[src/rtl/write_addr_gen_squeeze.sv]
// Squeeze-kernel write address generator: streams kernel words into the kernel RAM,
// tracking fire-block wrap and per-layer word counts until the layer total is reached.
module write_addr_gen_squeeze #(
  parameter int DATA_W = 64
) (
  input  logic              clk_i,
  input  logic              rst_n_i,
  input  logic              start_i,
  input  logic              repeat_en_i,
  input  logic              repeat_flag_i,
  input  logic [11:0]       wr_addr_per_fire_i,
  input  logic [5:0]        wr_addr_per_layr_i,
  input  logic [6:0]        repeat_wr_addr_per_layr_i,
  input  logic [15:0]       tot_repeat_squ_kernals_i,
  input  logic [DATA_W-1:0] ker_data_i,
  input  logic              ker_valid_i,
  output logic              ker_ready_o,
  input  logic              ram_busy_i,
  output logic              wr_en_o,
  output logic [11:0]       wr_addr_o,
  output logic [DATA_W-1:0] wr_data_o,
  output logic              layr_done_o,
  output logic              fire_wrap_o,
  output logic              done_o,
  output logic              busy_o,
  output logic              rep_o
);

  typedef enum logic [1:0] {
    IDLE  = 2'd0,
    LOAD  = 2'd1,
    WRITE = 2'd2,
    DONE  = 2'd3
  } state_t;

  state_t state, state_nxt;

  // Limits latched in LOAD; both counters wrap when they equal their limit,
  // so a limit of N means N+1 words per fire block / per layer.
  logic [11:0] fire_lim;
  logic [6:0]  layr_lim;
  logic [15:0] layr_tot;

  logic [11:0] fire_cnt;
  logic [6:0]  word_cnt;
  logic [15:0] layr_cnt;

  logic accept;
  logic fire_last;
  logic word_last;
  logic final_layr;

  assign ker_ready_o = (state == WRITE) & ~ram_busy_i;
  assign accept      = ker_valid_i & ker_ready_o;
  assign fire_last   = (fire_cnt == fire_lim);
  assign word_last   = (word_cnt == layr_lim);
  assign final_layr  = (layr_cnt == (layr_tot - 16'd1));

  assign busy_o = (state != IDLE);
  assign done_o = (state == DONE);

  // NOTE: state register uses non-blocking assignment so every flop samples
  // the pre-edge value; blocking here would create order-dependent behaviour.
  always_ff @(posedge clk_i or negedge rst_n_i) begin
    if (!rst_n_i) begin
      state <= IDLE;
    end else begin
      state <= state_nxt;
    end
  end

  // NOTE: state_nxt gets its default before the case so no path leaves it
  // unassigned, which would otherwise infer a latch.
  always_comb begin
    state_nxt = state;
    case (state)
      IDLE:  if (start_i) state_nxt = LOAD;
      // The total being latched this cycle decides the exit, so use the live config.
      LOAD:  state_nxt = (tot_repeat_squ_kernals_i == 16'd0) ? DONE : WRITE;
      WRITE: if (accept && word_last && final_layr) state_nxt = DONE;
      DONE:  state_nxt = IDLE;
      default: state_nxt = IDLE;
    endcase
  end

  // Configuration latch and the three counters.
  always_ff @(posedge clk_i or negedge rst_n_i) begin
    if (!rst_n_i) begin
      fire_lim <= '0;
      layr_lim <= '0;
      layr_tot <= '0;
      rep_o    <= 1'b0;
      fire_cnt <= '0;
      word_cnt <= '0;
      layr_cnt <= '0;
    end else if (state == LOAD) begin
      fire_lim <= wr_addr_per_fire_i;
      layr_lim <= repeat_en_i ? repeat_wr_addr_per_layr_i : {1'b0, wr_addr_per_layr_i};
      layr_tot <= tot_repeat_squ_kernals_i;
      rep_o    <= repeat_flag_i;
      fire_cnt <= '0;
      word_cnt <= '0;
      layr_cnt <= '0;
    end else if (accept) begin
      fire_cnt <= fire_last ? 12'd0 : fire_cnt + 12'd1;
      if (word_last) begin
        word_cnt <= '0;
        layr_cnt <= layr_cnt + 16'd1;
      end else begin
        word_cnt <= word_cnt + 7'd1;
      end
    end
  end

  // RAM write port: one-cycle latency; address and data hold between writes.
  always_ff @(posedge clk_i or negedge rst_n_i) begin
    if (!rst_n_i) begin
      wr_en_o     <= 1'b0;
      wr_addr_o   <= '0;
      wr_data_o   <= '0;
      fire_wrap_o <= 1'b0;
      layr_done_o <= 1'b0;
    end else begin
      wr_en_o     <= accept;
      fire_wrap_o <= accept & fire_last;
      layr_done_o <= accept & word_last;
      if (accept) begin
        wr_addr_o <= fire_cnt;
        wr_data_o <= ker_data_i;
      end
    end
  end

endmodule
[config.mk]
export PLATFORM = sky130hd
export DESIGN_NAME = write_addr_gen_squeeze
export DESIGN_NICKNAME = d
export VERILOG_FILES = /design/src/rtl/write_addr_gen_squeeze.sv
export SDC_FILE = /design/constraint.sdc
export NUM_CORES = 1
export LEC_CHECK = 0
export BUFFER_PORTS_ARGS = -buffer_cell sky130_fd_sc_hd__buf_2
export CAP_MARGIN = 20
export CELL_PAD_IN_SITES_DETAIL_PLACEMENT = 1
export CELL_PAD_IN_SITES_GLOBAL_PLACEMENT = 1
export CORE_ASPECT_RATIO = 0.5
export CORE_MARGIN = 2
export CORE_UTILIZATION = 35
export CTS_CLUSTER_SIZE = 16
export DETAILED_ROUTE_END_ITERATION = 12
export PLACE_DENSITY = 0.79
export SLEW_MARGIN = 20
export SYNTH_ARGS = -nofsm -noshare
export SYNTH_HDL_FRONTEND = slang
export SYNTH_SLANG_ARGS = --single-unit
[constraint.sdc]
create_clock -name clk_i -period 2.55 [get_ports clk_i]
set_clock_uncertainty 0.15 [all_clocks]
set_input_delay 0.3825 -clock clk_i [delete_from_list [all_inputs] [get_ports clk_i]]
set_output_delay 0.3825 -clock clk_i [all_outputs]
set_load 0.02 [all_outputs]
Yosys cells after proc, flatten, opt, wreduce, memory -nomap -nowiden
Index checks and enable logic that the tools add are counted.
{"block": "totals", "reg_bits": 152, "inputBits": 112, "output_inout_bits": 83, "elab_cells": 53}
{"block": "op_classes", "add_sub_neg": 4, "eq_ne": 8, "mux": 14, "n_bitwise": 5, "n_reduce_logical": 9}
{"cell": "$mux 16", "n": 3}
{"cell": "$mux 12", "n": 3}
{"cell": "$mux 7", "n": 4}
{"cell": "$add 16x1->16 const B", "n": 1}
{"cell": "$eq 16x16->1", "n": 1}
{"cell": "$logic_not 16->1", "n": 1}
{"cell": "$sub 16x1->16 const B", "n": 1}
{"cell": "$add 12x1->12 const B", "n": 1}
{"cell": "$eq 12x12->1", "n": 1}
{"cell": "$pmux 2 s4", "n": 1}
{"cell": "$add 7x1->7 const B", "n": 1}
{"cell": "$eq 7x7->1", "n": 1}
{"cell": "$reduce_bool 2->1", "n": 3}
{"cell": "$and 1x1->1", "n": 4}
{"cell": "$eq 2x2->1 const B", "n": 2}
{"cell": "$mux 2", "n": 2}
{"cell": "$reduce_and 2->1", "n": 2}
{"cell": "$eq 2x1->1 const B", "n": 1}
{"cell": "$logic_and 1x1->1", "n": 2}
{"cell": "$logic_not 2->1", "n": 1}
{"cell": "$ne 2x1->1 const B", "n": 1}
{"cell": "$ne 2x2->1 const B", "n": 1}
{"cell": "$mux 1", "n": 1}
{"cell": "$not 1->1", "n": 1}

Depth between registers and ports, before layout
Gate-level depths: netlist (run 1).
{"block": "depth", "depth_word": 7, "ltp_mapped": 10, "mapped_depth_nobuf": 9}

Worst setup path after synthesis (run 1)
OpenSTA, ideal clock, no wires.
{"block": "synth_path", "kind": "register -> register", "startpoint": "register state[0]", "endpoint": "register state[1]", "setup_time_ns": 0.125, "arrival_time_ns": 2.365, "t_required_ns": 2.275, "setup_slack_ns": -0.090, "stages_incl_launch_ff": 10, "n_path_buf": 0, "synth_period_minus_slack_ns": 2.640, "path_cell_list": "dfrtp_1 -> inv_1 -> ha_1 -> nor2b_1 -> nand2_1 -> nor3_2 -> nand4b_1 -> nor3_1 -> a41o_2 -> mux2_4"}
{"block": "synth_via", "elab_chain_len": 7, "word_cells_on_any_way": 12, "classes_between": "eq/ne (5); mux (1); bitwise (2); reduce/logical (4)"}
{"item": "start: declaration", "line": "36", "text": "state_t state, state_nxt;"}
{"item": "start signal: assignment", "line": "68", "text": "state <= state_nxt;"}
{"item": "$eq 2x2->1", "line": "53", "text": "assign ker_ready_o = (state == WRITE) & ~ram_busy_i;"}
{"item": "$and 1x1->1", "line": "53"}
{"item": "net ker_ready_o", "line": "17", "text": "output logic ker_ready_o,"}
{"item": "$and 1x1->1", "line": "54", "text": "assign accept = ker_valid_i & ker_ready_o;"}
{"item": "$logic_and 1x1->1 (2 in a row)", "line": "80", "text": "WRITE: if (accept && word_last && final_layr) state_nxt = DONE;"}
{"item": "$ne 2x1->1 (no source line)"}
{"item": "$reduce_and 2->1 (no source line)"}
The timed path passes the listed nets, and every way through them passes these cells.
A chain may end at the register's enable or synchronous reset.

Worst setup path in the final report (run 1)
{"block": "layout_path", "startpoint": "register layr_tot[0]", "endpoint": "register state[1]"}
{"block": "layout_via", "elab_chain_len": 5}
{"item": "start: declaration", "line": "42", "text": "logic [15:0] layr_tot;"}
{"item": "start signal: assignment", "line": "99", "text": "layr_tot <= tot_repeat_squ_kernals_i;"}
{"item": "$sub 16x1->16", "line": "57", "text": "assign final_layr = (layr_cnt == (layr_tot - 16'd1));"}
{"item": "$eq 16x16->1", "line": "57"}
{"item": "$logic_and 1x1->1", "line": "80"}
{"item": "$ne 2x1->1 (no source line)"}
{"item": "$reduce_and 2->1 (no source line)"}
Every way passes these cells.

==> metrics, run 1 <==
run status complete, but fails checks; violated checks setup timing; final WL ~22 mm; Clock Power Share 0.241; unrepaired setup endpoints after global routing true; core occupancy in the finished layout 0.495; crit end category register; starting density of the core 0.358; net count after synthesis 852; total power density per cell area between 1000 and 1500 mW/mm^2; fin crit share 1.05; remaining routing DRC violations 0; EDFF count, synth 0; detailed-router iteration count before antenna repair 4; syn avg cell area between 9 and 10 um^2; hold worst-path end fire_lim[10]$_DFFE_PN0P_; CTS root buf sky130_fd_sc_hd__clkbuf_16; library cell occupying the most area in the post-synthesis netlist sky130_fd_sc_hd__dfrtp_1; R2R Path Start layr_tot[0]$_DFFE_PN0P_; worst r2r path cells 9; initial antenna violation count 0; total die area ~0.021 mm^2; maxcap violations 0; Hold Crit Start wr_addr_per_fire_i[10]; type of the worst min-delay path input pin to register; worst setup margin -0.125 ns; dominant cells by area after synthesis sky130_fd_sc_hd__dfrtp_1, sky130_fd_sc_hd__nand2_1, sky130_fd_sc_hd__mux2_2; switch share 0.394; most frequent cell after synthesis sky130_fd_sc_hd__nand2_1; via count 6211; Die X between 200 and 250 um; fraction of post-synthesis cell area in the top cell type by area 0.544; core box area approximately 0.020 mm^2; worst path required time ~2.7 ns; pin count of the biggest net entering global routing 85; number of diodes 0; leakage power just under 5 nW; I/O pin cnt 195; part of the power in registers 0.370; worst slew margin relative to its limit 0.595; total of buffers placed on input and output ports 194; final HPWL from detailed placement 14.0 mm; growth of design area from synthesis to finish 38.2%; number of nets with antenna violations after detailed routing 0; wire length of the first global-routing pass 35.3 mm; DP Area roughly 0.0084 mm^2; fraction of final layout cells sized beyond drive strength 1 0.301; final-layout setup total negative slack -0.143 ns; slowest CP cell sky130_fd_sc_hd__dfrtp_1; commonest cells in the synthesized netlist sky130_fd_sc_hd__nand2_1, sky130_fd_sc_hd__dfrtp_1, sky130_fd_sc_hd__nor2_1, sky130_fd_sc_hd__xnor2_1, sky130_fd_sc_hd__mux2_2; Worst Setup Slack post-DPL around 0.007 ns; number of max-slew violations in the final report 0; Power Total around 11 mW; FF+latch count, synth roughly 150; Worst path max stage delay roughly 0.42 ns; final period demand of the worst path 2.68 ns; clock tree from TritonCTS built; Max Freq between 0.3 and 0.4 GHz; post-route cell area between 0.009 and 0.01 mm^2; Final Instance Count excl. Fillers between 1000 and 1500; level count of the clock H-tree 4; vias in the first global route 6844; Setup violations, final 2; floorplan row count 36; Clk Latency, worst-skew pair between 0.4 and 0.5 ns; clock slew seen by the registers of the worst setup and hold paths around 0.06 ns; post-detailed-route via-to-cell ratio 4.86; Logic pwr share 0.389; Critical Path Source Type register; synthesized area between 0.006 and 0.007 mm^2; die extent in y 104 um; Worst EP arrival approximately 2.9 ns; number of design-rule violations left by the first detailed-router iteration roughly 180; ys flop type sky130_fd_sc_hd__dfrtp_1; clock tree sinks approximately 150; final-stage net count approximately 1100; maximum root-to-sink buffer count 2; per-cell routed wire length about 17 um; final estimated routing congestion in global placement between 0.8 and 0.9; fraction of registers with async set/reset 1.00; worst reg2reg path endpoint state[1]$_DFFE_PN0P_; Syn. warnings 0; total global routing track utilization 0.213; transition time of the tightest slew-check pin just over 0.6 ns; worst hold slack approximately 0.022 ns; biggest fanout along the worst timing path 5; remaining global-route overflow 0; synthesized netlist cell count roughly 730; switching power of the nets just over 4 mW; number of cells in the design after placement between 1000 and 1500; highest ir drop seen on vdd ~490 uV; worst-path cell chain inv_1, ha_2, nor3b_1, xnor2_1, nor4_2, nand4b_1, nor3_2, a41o_4, mux2_4; number of clock buffers inserted by TritonCTS 17; Worst Hold Depth 2; cell internal pwr 6.37 mW; Hold Vio Cnt, Final 0; R2R Setup Slk -0.13 ns; Filler Cells Inserted 2265; sequential element share of the synthesized area 0.544; library cells used by synthesis 49; type of the worst setup path register to register
[flip-flops by register name, summed over array words and instances (netlist names), 2 cells and up]
| signal | count |
|---|---|
| wr_data_o | 64 |
| layr_lim | 7 |
| fire_lim | 12 |
| fire_cnt | 12 |
| layr_cnt | 16 |
| word_cnt | 7 |
| layr_tot | 16 |
| wr_addr_o | 12 |
| state | 2 |
[worst max-delay path, delay by kind of cell, from the launching register on]
family | cells | cell delay [ns]
compound gates | 1 | 0.25
xor+xnor | 1 | 0.13
fa+ha+maj | 1 | 0.25
buf+inv | 1 | 0.10
flops | 1 | 0.42
mux | 1 | 0.30
simple gates | 4 | 0.96
[placed cells by master (no fill, tap or decap), types with 3 or more instances in the layout]
cell,netlist,routed
sky130_fd_sc_hd__nand2_1,255,253
sky130_fd_sc_hd__dfrtp_1,152,151
sky130_fd_sc_hd__mux2i_1,10,10
sky130_fd_sc_hd__a22o_1,3,3
sky130_fd_sc_hd__or4_1,3,3
sky130_fd_sc_hd__ha_1,9,7
sky130_fd_sc_hd__and3_1,11,11
sky130_fd_sc_hd__buf_4,0,19
sky130_fd_sc_hd__nor3_1,8,6
sky130_fd_sc_hd__o21ai_0,18,17
sky130_fd_sc_hd__nand4_1,9,9
sky130_fd_sc_hd__xnor2_1,36,36
sky130_fd_sc_hd__buf_2,3,193
sky130_fd_sc_hd__clkinvlp_4,0,3
sky130_fd_sc_hd__inv_1,11,10
sky130_fd_sc_hd__clkbuf_16,0,17
sky130_fd_sc_hd__dlygate4sd3_1,0,64
sky130_fd_sc_hd__nor2_1,40,40
sky130_fd_sc_hd__xor2_1,22,22
sky130_fd_sc_hd__nor4_1,9,8
sky130_fd_sc_hd__nand3_1,16,16
sky130_fd_sc_hd__buf_12,0,3
sky130_fd_sc_hd__mux2_2,30,29
sky130_fd_sc_hd__nor3_2,1,3
sky130_fd_sc_hd__clkinv_2,0,5
sky130_fd_sc_hd__a21oi_1,20,19
sky130_fd_sc_hd__nor2b_1,4,3
[logic make-up (layout without fill, tap and decap cells)]
kind of cell	Yosys count	count (layout)	synth area share
multiplexers	41	41	0.0648
AO/OA/AOI/OAI	52	52	0.0428
buffers and inverters	44	324	0.0252
flip-flops	152	152	0.544
AND/OR/NAND/NOR	375	375	0.234
adder cells (fa/ha/maj)	9	9	0.0161
XOR/XNOR	58	58	0.0727
[power groups by stage]
stage	Combinational [mW]	Sequential [mW]	Clock (mW)
after global placement	3.68	3.83	0
after detailed placement	3.84	3.88	0
final	4.09	3.89	2.53
after CTS	3.93	3.86	2.59
after floorplan	1.91	4.40	0
after global routing	4.47	4.00	2.69
[routing by layer]
metal / GRT usage / vias up / routed length (um)
met5: 0 / - / 0
met4: 0.0839 / 0 / 551
met3: 0.0520 / 38 / 903
met2: 0.384 / 127 / 11600
met1: 0.244 / 3116 / 9050
li1: - / 2930 / -
[how the worst max path moves through the flow]
stage	startpoint	to	slack, ns	cells past startpoint
2_1_floorplan	state[0]$_DFFE_PN0P_	state[1]$_DFFE_PN0P_	0.05	9
3_3_place_gp	layr_tot[3]$_DFFE_PN0P_	state[1]$_DFFE_PN0P_	0.08	7
3_5_place_dp	layr_tot[3]$_DFFE_PN0P_	state[1]$_DFFE_PN0P_	0.007	7
4_1_cts	layr_tot[5]$_DFFE_PN0P_	state[1]$_DFFE_PN0P_	0.01	7
5_1_grt	layr_tot[0]$_DFFE_PN0P_	state[1]$_DFFE_PN0P_	-0.30	9
6_report	layr_tot[0]$_DFFE_PN0P_	state[1]$_DFFE_PN0P_	-0.13	9
[layout make-up]
cell class | count | area [um^2] | area share
flip-flops and latches | 152 | 3800 | 0.394
repair buffers | 281 | 1830 | 0.190
clock inverters | 12 | 125 | 0.0130
multi-input cells | 535 | 3060 | 0.317
inverters | 11 | 41.3 | 0.00428
well taps | 266 | 333 | 0.0345
clock buffers | 20 | 457 | 0.0473
[what timing repair did]
action	in CTS	in global routing
resized for setup	0	14
endpoints found under the setup margin	1	3
hold endpoints to repair	119	0
hold buffers	64	0
setup buffers	0	4
pin swaps	1	3
Power figures use the tool's default switching activity.
==> run 2: changes to the inputs <==
==> constraint.sdc (replaced) <==
create_clock -name clk_i -period 2.55 [get_ports clk_i]
set_clock_uncertainty 0.15 [all_clocks]
set_input_delay 0.1275 -clock clk_i [delete_from_list [all_inputs] [get_ports clk_i]]
set_output_delay 0.1275 -clock clk_i [all_outputs]
set_load 0.02 [all_outputs]
==> run 2 against run 1 <==
  * The run now ends clean
  * Register-to-register slack improved by 0.22 ns
  * Design area up 4.5%
  * Final cell count is 3.5% higher
  * Critical path type unchanged
  * Critical endpoint unchanged
  * Largest cell class unchanged
  * Highest routed layer unchanged
==> metrics, run 2 (synthesis gave the netlist of run 1 again) <==
final-layout setup total negative slack 0 ns (was -0.143 ns); Power Total 10.7 mW (was 10.5 mW); number of max-slew violations in the final report 0 (unchanged); leakage power 5.05 nW (was 4.86 nW); Worst path max stage delay 0.45 ns (was 0.42 ns); number of clock buffers inserted by TritonCTS 17 (unchanged); die extent in y 104 um (unchanged); transition time of the tightest slew-check pin 0.606 ns (was 0.608 ns); fraction of final layout cells sized beyond drive strength 1 0.282 (was 0.301); Max Freq 0.408 GHz (was 0.374 GHz); highest ir drop seen on vdd 515 uV (was 492 uV); level count of the clock H-tree 4 (unchanged); per-cell routed wire length 18.3 um (was 17.3 um); final WL 24.2 mm (was 22.1 mm); fin crit share 0.962 (was 1.05); Setup violations, final 0 (was 2); worst path required time 2.71 ns (was 2.73 ns); via count 6521 (was 6211); Die X 204 um (unchanged); flip-flop count of the largest register, all copies and words added 64 (unchanged); worst slew margin relative to its limit 0.596 (was 0.595); CTS root buf sky130_fd_sc_hd__clkbuf_16 (unchanged); maximum root-to-sink buffer count 2 (unchanged); final-stage net count 1163 (was 1119); initial antenna violation count 1 (was 0); total of buffers placed on input and output ports 194 (unchanged); Critical Path Source Type register (unchanged); run status completed (was complete, but fails checks); type of the worst setup path register to register (unchanged); clock tree sinks 152 (unchanged); floorplan row count 36 (unchanged); detailed-router iteration count before antenna repair 4 (unchanged); Worst Hold Depth 4 (was 2); Worst EP arrival 2.61 ns (was 2.86 ns); wire length of the first global-routing pass 39.4 mm (was 35.3 mm); final HPWL from detailed placement 13.9 mm (was 14.0 mm); Biggest register wr_data_o (unchanged); worst hold slack 0.0170 ns (was 0.0218 ns); Hold Vio Cnt, Final 0 (unchanged); core box area 0.0195 mm^2 (unchanged); type of the worst min-delay path input pin to register (unchanged); most frequent cells in the layout sky130_fd_sc_hd__nand2_1, sky130_fd_sc_hd__buf_2, sky130_fd_sc_hd__dfrtp_1, sky130_fd_sc_hd__dlygate4sd3_1, sky130_fd_sc_hd__nor2_1 (unchanged); growth of design area from synthesis to finish 44.4% (was 38.2%); crit end category register (unchanged); most common cell after layout, fill and taps aside sky130_fd_sc_hd__nand2_1 (unchanged); starting density of the core 0.358 (unchanged); biggest fanout along the worst timing path 5 (unchanged); footprint of the multi-input gates 0.00303 mm^2 (was 0.00306 mm^2); total die area 0.0212 mm^2 (unchanged); total power density per cell area 1060 mW/mm^2 (was 1090 mW/mm^2); sequential cell area 0.00380 mm^2 (about the same); Clk Latency, worst-skew pair 0.42 ns (was 0.44 ns); remaining routing DRC violations 0 (unchanged); unrepaired setup endpoints after global routing false (was true); final period demand of the worst path 2.45 ns (was 2.68 ns); Filler Cells Inserted 2214 (was 2265); remaining global-route overflow 0 (unchanged); clock slew seen by the registers of the worst setup and hold paths 0.07 ns (was 0.06 ns); total global routing track utilization 0.237 (was 0.213); vias in the first global route 7410 (was 6844); worst-path cell chain nor4_1, nand4_1, a21oi_1, o21ai_1, mux2_2, a41o_2, mux2_4 (was inv_1, ha_2, nor3b_1, xnor2_1, nor4_2, nand4b_1, nor3_2, a41o_4, mux2_4); clock tree from TritonCTS built (unchanged); pin count of the biggest net entering global routing 96 (was 85); number of nets with antenna violations after detailed routing 0 (unchanged); final estimated routing congestion in global placement 0.880 (was 0.867); worst r2r path cells 7 (was 9); Top Registers wr_data_o (64), layr_cnt (16), layr_tot (16) (unchanged); maxcap violations 0 (unchanged); post-detailed-route via-to-cell ratio 4.93 (was 4.86); number of design-rule violations left by the first detailed-router iteration 282 (was 181); slowest CP cell sky130_fd_sc_hd__nor4_1 (was sky130_fd_sc_hd__dfrtp_1); I/O pin cnt 195 (unchanged)
-- run 2: metrics by stage --
step / setup slack [ns] / cell area (um^2) / cells / util
after floorplan: 0.0485 / 6990 / 731 / -
after global placement: 0.0944 / 8360 / 1178 / 0.429
after detailed placement: 0.00709 / 8360 / 1178 / 0.429
after CTS: 0.0451 / 10100 / 1321 / 0.516
after global routing: 0.0162 / 10100 / 1322 / 0.517
final: 0.0962 / 10100 / 1322 / 0.517
-- run 2: cell type report --
type                       instances  area share
tap                              266      0.0330
antenna                            1    0.000248
inverter                          11     0.00409
timing repair buffer             325       0.226
multi-input combinational        535       0.300
sequential                       152       0.377
clock buffer                      19      0.0449
clock inverter                    13      0.0150
-- run 2: critical path, delay by kind of cell, from the launching register on --
family | cells | cell delay, ns
AOI/OAI and AO/OA | 3 | 0.56
and+or+nand+nor | 2 | 0.66
muxes | 2 | 0.56
DFF | 1 | 0.42
-- run 2: path summary, 6_finish.rpt --
path                                             endpoint  slack (ns)                 startpoint
worst min register to register  wr_data_o[38]$_DFFE_PN0P_        0.32  wr_data_o[38]$_DFFE_PN0P_
worst max-delay path                 state[1]$_DFFE_PN0P_         0.1   layr_tot[12]$_DFFE_PN0P_
min in group asynchronous         fire_lim[4]$_DFFE_PN0P_        0.11                    rst_n_i
worst max register to register       state[1]$_DFFE_PN0P_         0.1   layr_tot[12]$_DFFE_PN0P_
worst min-delay path                layr_done_o$_DFF_PN0_        0.02                ker_valid_i
max in group asynchronous       wr_data_o[12]$_DFFE_PN0P_        1.63                    rst_n_i
-- run 2: repair_timing --
item / CTS / global route
pin swaps: 1 / 0
setup endpoints to repair: 1 / 20
hold buffers: 109 / 0
buffers inserted: 2 / 0
endpoints found under the hold margin: 252 / 0
resized for setup: 0 / 7
-- run 2: report_power, final --
| group | switching, mW | internal, mW | total, mW |
|---|---|---|---|
| Combinational | 2.49 | 1.67 | 4.16 |
| Sequential | 0.642 | 3.25 | 3.89 |
| Clock | 1.05 | 1.59 | 2.63 |
| Total | 4.18 | 6.50 | 10.7 |
-- run 2: per-layer routing --
| metal | vias to the layer above | GRT usage | routed length (um) |
|---|---|---|---|
| met2 | 171 | 0.419 | 12500 |
| met1 | 3276 | 0.277 | 9850 |
| li1 | 3019 | - | - |
| met3 | 55 | 0.0511 | 1050 |
| met4 | 0 | 0.100 | 727 |
| met5 | - | 0 | 0 |
